## src/rtl/nubus_oe_sequencer.sv

```systemverilog
// rtl/nubus_oe_sequencer.sv - round-robin break-before-make sequencer for bus-switch oe_n pins
module nubus_oe_sequencer #(
  parameter int N_GRP       = 4,
  parameter int DEAD_CYCLES = 2,
  parameter int MIN_ON      = 1
) (
  input  logic             nub_clkn,
  input  logic             nub_resetn,
  input  logic [N_GRP-1:0] req,
  input  logic             force_off,
  output logic [N_GRP-1:0] gnt,
  output logic [N_GRP-1:0] oe_n,
  output logic             busy
);

  localparam int IW = (N_GRP > 1) ? $clog2(N_GRP) : 1;
  localparam int DW = $clog2(DEAD_CYCLES + 1);
  localparam int OW = (MIN_ON > 1) ? $clog2(MIN_ON + 1) : 1;

  typedef enum logic [1:0] {
    S_IDLE = 2'd0,
    S_ON   = 2'd1,
    S_TURN = 2'd2
  } state_e;

  state_e           state_q, state_d;
  logic [N_GRP-1:0] oe_n_q, oe_n_d;
  logic [IW-1:0]    rr_q, rr_d;
  logic [IW-1:0]    w_q, w_d;
  logic [OW-1:0]    on_cnt_q, on_cnt_d;
  logic [DW-1:0]    dead_cnt_q, dead_cnt_d;
  // Low for the first edge after reset release so no switch closes on an edge
  // that may be too close to the asynchronous deassertion.
  logic             armed_q;

  logic             win_found;
  logic [IW-1:0]    win_idx;
  int               scan_j;

  // Round-robin scan: first requesting bank at or above rr, wrapping.
  always_comb begin
    win_found = 1'b0;
    win_idx   = '0;
    scan_j    = 0;
    for (int k = 0; k < N_GRP; k++) begin
      scan_j = (int'(rr_q) + k) % N_GRP;
      if (!win_found && req[scan_j[IW-1:0]]) begin
        win_found = 1'b1;
        win_idx   = scan_j[IW-1:0];
      end
    end
  end

  // Next-state logic: grant from IDLE, hold for MIN_ON, then dead time in TURN.
  always_comb begin
    state_d    = state_q;
    oe_n_d     = oe_n_q;
    rr_d       = rr_q;
    w_d        = w_q;
    on_cnt_d   = on_cnt_q;
    dead_cnt_d = dead_cnt_q;
    if (force_off) begin
      // Kill wins over any grant or release in the same cycle; rr is left alone.
      state_d    = S_TURN;
      oe_n_d     = '1;
      dead_cnt_d = DW'(DEAD_CYCLES);
    end else begin
      case (state_q)
        S_IDLE: begin
          if (armed_q && win_found) begin
            state_d         = S_ON;
            w_d             = win_idx;
            oe_n_d          = '1;
            oe_n_d[win_idx] = 1'b0;
            on_cnt_d        = OW'(MIN_ON - 1);
          end
        end
        S_ON: begin
          if (!req[w_q] && (on_cnt_q == '0)) begin
            state_d    = S_TURN;
            oe_n_d     = '1;
            rr_d       = (w_q == IW'(N_GRP - 1)) ? '0 : w_q + IW'(1);
            dead_cnt_d = DW'(DEAD_CYCLES);
          end else if (on_cnt_q != '0) begin
            on_cnt_d = on_cnt_q - OW'(1);
          end
        end
        S_TURN: begin
          if (dead_cnt_q != '0) begin
            dead_cnt_d = dead_cnt_q - DW'(1);
          end
          if (dead_cnt_q <= DW'(1)) begin
            state_d = S_IDLE;
          end
        end
        default: begin
          state_d = S_IDLE;
          oe_n_d  = '1;
        end
      endcase
    end
  end

  // State and output registers; reset opens every switch immediately.
  always_ff @(posedge nub_clkn or negedge nub_resetn) begin
    if (!nub_resetn) begin
      state_q    <= S_IDLE;
      oe_n_q     <= '1;
      rr_q       <= '0;
      w_q        <= '0;
      on_cnt_q   <= '0;
      dead_cnt_q <= '0;
      armed_q    <= 1'b0;
    end else begin
      state_q    <= state_d;
      oe_n_q     <= oe_n_d;
      rr_q       <= rr_d;
      w_q        <= w_d;
      on_cnt_q   <= on_cnt_d;
      dead_cnt_q <= dead_cnt_d;
      armed_q    <= 1'b1;
    end
  end

  assign oe_n = oe_n_q;
  assign gnt  = ~oe_n_q;
  assign busy = (state_q != S_IDLE);

endmodule

```

## config.mk

```make
export PLATFORM = sky130hd
export DESIGN_NAME = nubus_oe_sequencer
export DESIGN_NICKNAME = d
export VERILOG_FILES = /design/src/rtl/nubus_oe_sequencer.sv
export SDC_FILE = /design/constraint.sdc
export NUM_CORES = 1
export LEC_CHECK = 0
export CAP_MARGIN = 20
export CORE_MARGIN = 2
export CORE_UTILIZATION = 60
export DETAILED_ROUTE_END_ITERATION = 16
export DONT_BUFFER_PORTS = 1
export GPL_ROUTABILITY_DRIVEN = 0
export PLACE_DENSITY = 0.76
export SYNTH_ARGS = -nofsm -noshare
export SYNTH_HDL_FRONTEND = slang
export SYNTH_SLANG_ARGS = --single-unit
```

## constraint.sdc

```tcl
create_clock -name nub_clkn -period 1.9 [get_ports nub_clkn]
set_input_delay 0.285 -clock nub_clkn [delete_from_list [all_inputs] [get_ports nub_clkn]]
set_output_delay 0.285 -clock nub_clkn [all_outputs]
set_load 0.01 [all_outputs]
```

==> impl_results.md <==
* R2R Path End: rr_q[0]$_DFFE_PN0P_
* Synth Register Bits at 13
* Synth top area share at 27.2%
* Met1 usage at 27.4%
* CP Data Required Time at 2.07 ns
* Net switching power at 0.384 mW
* Setup ws final at 0.119 ns
* Insertion delay to the later sink of the worst-skew pair at 0.28 ns
* Largest area contributor in the netlist: dfrtp_1
* Endpoint class of the critical path: flop
* Final nets at 94
* Fillers at 117
* Setup violations, final at 0
* Crit path cell chain: mux4_2, nand2b_4, nor3_2, mux2_1
* Synthesized area per cell at 10.6 um^2
* Initial Utilization at 63.6%
* Sw frac at 37.9%
* Clock Pin Slew Worst Setup and Hold Paths at 0.08 ns
* Worst Path Buf+Inv at 0
* DIE AREA at 1690 um^2
* CTS tree: done
* Hold path cells at 1
* Max H-tree Level at 1
* Met2 usage at 37.9%
* Die Ht at 41.1 um
* Tcrit/Tclk final at 93.7%
* Via-to-Cell Ratio at 6.38
* Crit Path Class: reg -> reg
* Gr usage total at 23.0%
* Sequential share of the synthesized area at 39.9%
* P_leak at 0.419 nW
* Ys Warns at 0
* Maximum fanout along the worst path at 4
* Congestion Overflow GR at 0
* Area grow syn2layout at 7.11%
* Clock share of power at 17.2%
* Comb power frac at 40.7%
* Top cells by area, synth: dfrtp_1, dfstp_2, mux2_1
* Core ar. at 1300 um^2
* Routed Antenna Nets at 0
* Leading register cell type out of synthesis: dfrtp_1
* Drt wl/cell at 15.9 um
* IO Pins at 16
* R2r startpoint: w_q[0]$_DFFE_PN0P_
* Post-route minimum period at 1.78 ns
* Worst Min Path Start: force_off
* Max Cap Viol at 0
* CP max stage cell: mux4_2
* Peak supply drop at 0.000647 V
* Seq pwr share at 42.1%
* Vias in the first global route at 555
* Post-synth EDFFs at 0
* Max-slew violations at 0
* GRT busiest layer: met2
* Syn Std Cell Area at 827 um^2
* DR vias at 625
* Clock Skew at 0.00277 ns
* Crit-path max cell delay at 0.57 ns
* Clock Sinks at 13
* I/O Buffers at 0
* Worst r2r path cells at 4
* Initial antenna violation count at 0
* GR Util met3 at 10.3%
* First-pass DRT Iterations at 4
* FMAX at 0.561 GHz
* DP Wirelength at 1120 um
* Top delay family on crit path: multiplexers
* Hold WC Path Type: in -> reg
* Post-Syn Instances at 78
* DRC viols at 0
* First-pass GRT wire length at 2430 um
* Worst slew margin at 60.1%
* Pre-CTS setup slack at 0.0892 ns
* N_diodes at 0
* Syn nets at 88
* Pwr dens at 1140 nW/um^2
* Arrival @ worst endpoint at 1.95 ns
* RSZ-0062 raised after global routing: false
* Die X at 41.1 um
* Layout cell share with drive strength beyond 1 at 26.5%
* TritonCTS Buffers at 3
* Most frequent cells in the layout: inv_1, dfrtp_1, a21oi_1
* CTS root buffer: clkbuf_4
* Internal at 0.629 mW
* Hold Crit Endpoint: state_q[0]$_DFFE_PN0P_
* Final Hold Viols at 0
* Largest net degree at the start of global routing at 14
* Outcome: finished, final reports clean
* Netlist cell types at 34
* Sum Neg Setup Slack at 0 ns
* Rows at 13
* Async set-reset flop share out of synthesis at 100%
* Routed wire length at 1560 um
* Deepest clock path buffer count at 2
* Most common cell after layout, fill and taps aside: inv_1
* First DRT Iteration DRCs at 20
* Worst Max-Slew Pin Slew at 0.597 ns
* Post-cts sizing count at 0
* R2R Setup Slk at 0.12 ns
* Startpoint types: flop
worst register-to-register path, delay by kind of cell, from the launching register on:
family           cells  cell delay (ns)
multiplexers         2             0.91
flip-flops           1             0.40
AND/OR/NAND/NOR      2             0.34
what timing repair did:
item | CTS | global route
setup endpoints to repair | 0 | 2
hold buffers | 1 | 0
endpoints found under the hold margin | 13 | 0
buffers inserted | 0 | 1
cells by family (layout without fill, tap and decap cells):
family | Yosys count | after routing | share of synthesized area [%]
adder cells (fa/ha/maj) | 3 | 3 | 4.54
flip-flops | 13 | 13 | 39.9
AND/OR/NAND/NOR | 15 | 15 | 12.7
buffers and inverters | 13 | 18 | 6.96
AO/OA/AOI/OAI | 28 | 28 | 27.2
multiplexers | 5 | 5 | 8.17
other | 1 | 1 | 0.453
cell type report:
type / count / area (um^2) / share of cell area (%)
clock buffers: 3 / 22.5 / 2.54
clock inverters: 1 / 5.00 / 0.565
inverters: 10 / 37.5 / 4.24
multi-input cells: 52 / 439 / 49.6
flip-flops and latches: 13 / 330 / 37.3
well taps: 15 / 18.8 / 2.12
repair buffers: 4 / 32.5 / 3.67
power groups by stage:
stage | Combinational (mW) | Sequential, mW | Clock (mW)
global placement | 0.376 | 0.427 | 0
CTS | 0.399 | 0.426 | 0.182
detailed placement | 0.389 | 0.431 | 0
floorplan | 0.325 | 0.411 | 0
finish | 0.412 | 0.426 | 0.174
global route | 0.458 | 0.435 | 0.196
stage by stage:
stage          std cells  utilization [%]  area [um^2]  hold WS, ns  power, mW
2_1_floorplan         78                -          827      -0.0106      0.736
3_3_place_gp          92             64.6          841      -0.0104      0.803
3_5_place_dp          92             64.6          841      -0.0104      0.819
4_1_cts               97             67.5          878       0.0559       1.01
5_1_grt               98             68.1          886       0.0467       1.09
6_report              98             68.1          886       0.0607       1.01
cell usage after synthesis, drive strengths merged (2+ instances only):
cell type	n
ha	3
o41a	2
dfrtp	9
a21oi	7
o21ai	2
a221oi	2
inv	10
a41oi	2
nor2	4
or2	2
nor3	3
dfstp	4
buf	2
a211o	2
a21o	2
mux2	4
o22a	2
a211oi	3
routing by layer:
layer	wire, um	share of wire [%]	vias to the layer above
met2	774	50	23
met1	673	43	299
li1	-	-	299
met3	90	5.8	4
met4	21	1.3	0
met5	0	0	-
sequential cells by signal (all words and copies together) (netlist names):
register    count
rr_q            2
dead_cnt_q      2
w_q             2
oe_n            4
state_q         2
armed_q         1
worst max path at each step:
stage	slack, ns	from	depth (start not counted)	endpoint
3_3_place_gp	0.17	w_q[0]$_DFFE_PN0P_	4	rr_q[1]$_DFFE_PN0P_
2_1_floorplan	0.20	w_q[0]$_DFFE_PN0P_	4	rr_q[0]$_DFFE_PN0P_
3_5_place_dp	0.09	w_q[0]$_DFFE_PN0P_	4	rr_q[1]$_DFFE_PN0P_
6_report	0.12	w_q[0]$_DFFE_PN0P_	4	rr_q[0]$_DFFE_PN0P_
4_1_cts	0.08	w_q[0]$_DFFE_PN0P_	4	rr_q[0]$_DFFE_PN0P_
5_1_grt	0.008	w_q[0]$_DFFE_PN0P_	4	rr_q[1]$_DFFE_PN0P_
No activity file was read; power rests on OpenSTA's default activity.
==> variant, RTL diff (same settings) <==
The 3 states of `state_e` get a one-hot encoding in 3 bits.
--- a/src/rtl/nubus_oe_sequencer.sv
+++ b/src/rtl/nubus_oe_sequencer.sv
@@ -19,6 +19,6 @@
 
-  typedef enum logic [1:0] {
-    S_IDLE = 2'd0,
-    S_ON   = 2'd1,
-    S_TURN = 2'd2
+  typedef enum logic [2:0] {
+    S_IDLE = 3'b001,
+    S_ON   = 3'b010,
+    S_TURN = 3'b100
   } state_e;
Function: same outputs for any inputs over 10 cycles, from zero or initial values and one cycle with nub_resetn low; not proved beyond that.
==> variant against the original RTL <==
  * Routed wire length increased by 11%
  * Total power increased by 5.8%
  * Final area increased by 5.2%
  * Area after synthesis increased by 4.1%
  * Sequential power increased by 7.3%
  * Sequential cell count increased by 1
  * Clock skew decreased by 1.7 ps
  * Sequential share of layout area increased by 0.97 points
  * Critical path depth decreased by 1
  * Fmax increased by 1.3%
  * Worst setup slack improved by 23 ps
  * Clock power increased by 22%
  * Critical path type unchanged
  * Critical endpoint is now rr_q[1]
  * Highest routed layer unchanged
==> variant: results (changes against the original RTL) <==
----------------------------------------------------
[Route]
  Wirelength per Cell ... 16.2 um (was 15.9 um)
  DR iter-0 viols ... 16 (was 20)
  Drt first pass iters ... 5 (was 4)
  Post-detailed-route via-to-cell ratio ... 6.54 (was 6.38)

[Power and ir drop]
  Static Leak ... 0.000392 uW (was 0.000419 uW)
  Switching pwr ... 385 uW (was 384 uW)
  Worst vdd rail ir drop ... 0.837 mV (was 0.647 mV)

[Synthesis]
  Post-synthesis average cell area ... 9.78 um^2 (was 10.6 um^2)
  Most used standard cells in the synthesized netlist ... dfrtp_1, nor2_1, inv_1 (was inv_1, dfrtp_1, a21oi_1)
  Largest cells by area after synthesis ... dfrtp_1, dfstp_2, a211oi_1 (was dfrtp_1, dfstp_2, mux2_1)
  Fraction of the yosys area taken by sequential cells ... 41.4% (was 39.9%)
  Count of different cell masters after synthesis ... 37 (was 34)

[Final layout]
  Final Non-Filler Cells ... 107 (was 98)
  Layout fillers ... 100 (was 117)
  Total number of nets in the final design ... 102 (was 94)
  Share of layout cells above drive strength 1 ... 19.6% (was 26.5%)

[Critical path]
  Worst path arrival time ... 1920 ps (was 1950 ps)

[Global routing]
  Pin count of the biggest net entering global routing ... 15 (was 14)
  Via count of the first global-routing pass ... 662 (was 555)
  All-Layer GR Usage ... 22.2% (was 23.0%)

[STA]
  Worst slew pin tran ... 632 ps (was 597 ps)
  Largest clock skew in the final design ... 1.05 ps (was 2.77 ps)

[Placed design]
  Placed inst area ... 886 um^2 (was 841 um^2)
  HPWL Detailed ... 1.33 mm (was 1.12 mm)

[CTS]
  Post-CTS setup repair buffer count ... 0 (unchanged)

[Status]
  Outcome ... finished, final reports clean (unchanged)

----------------------------------------------------
variant: cells by family (layout without fill, tap and decap cells):
kind of cell             after synthesis  after routing  share of synthesized area [%]
AND/OR/NAND/NOR                       30             30                           20.9
AO/OA/AOI/OAI                         24             24                           20.6
flip-flops                            14             14                           41.4
buffers and inverters                 11             15                           4.94
multiplexers                           5              5                           7.70
adder cells (fa/ha/maj)                2              2                           2.91
other                                  1              1                          0.436
XOR/XNOR                               1              1                           1.02
variant: per-layer routing:
layer  global-route usage, %  share of wire [%]  vias to the layer above
met5                       0                  0                        -
met4                    7.74                1.6                        0
met3                    4.35                5.0                        8
met2                    36.9                 50                       26
met1                    28.8                 43                      334
li1                        -                  -                      332
variant: stage by stage:
step | hold WS, ps | worst slack [ps] | total power (uW)
2_1_floorplan | -10.6 | 238 | 767
3_3_place_gp | -10.3 | 207 | 829
3_5_place_dp | -10.3 | 154 | 848
4_1_cts | 25.3 | 140 | 1070
5_1_grt | 17.2 | 79.7 | 1150
6_report | 30.3 | 142 | 1070
variant: cell type report:
type | count | area, um^2 | area share, %
Sequential cell | 14 | 357 | 38.3
Clock buffer | 4 | 36.3 | 3.89
Multi-Input combinational cell | 63 | 462 | 49.5
Tap cell | 15 | 18.8 | 2.01
Inverter | 7 | 26.3 | 2.82
Timing Repair Buffer | 4 | 32.5 | 3.49
variant: power by group through the flow:
stage | Combinational [uW] | Sequential [uW] | Clock [uW]
2_1_floorplan | 344 | 423 | 0
3_3_place_gp | 371 | 458 | 0
3_5_place_dp | 386 | 462 | 0
4_1_cts | 399 | 456 | 217
5_1_grt | 455 | 467 | 231
6_report | 402 | 457 | 213
variant: repair_timing:
action,CTS,global route
hold buffers,1,0
endpoints found under the hold margin,14,0
setup endpoints to repair,0,0
variant: worst paths after layout:
kind | startpoint | end | slack [ps] | cells past startpoint
setup / recovery | w_q[0] | rr_q[1] | 140 | 3
setup reg to reg | w_q[0] | rr_q[1] | 140 | 3
hold / removal | force_off | state_q[0] | 30 | 1
min in group asynchronous | nub_resetn | dead_cnt_q[0] | 460 | 1
hold reg to reg | w_q[1] | w_q[1] | 580 | 1
max in group asynchronous | nub_resetn | rr_q[0] | 1040 | 1
variant: worst max-delay path: stages, from the launching register on:
cell	delay (ps)
dfrtp_1	410
mux4_2	590
nor4_4	300
mux2_1	350
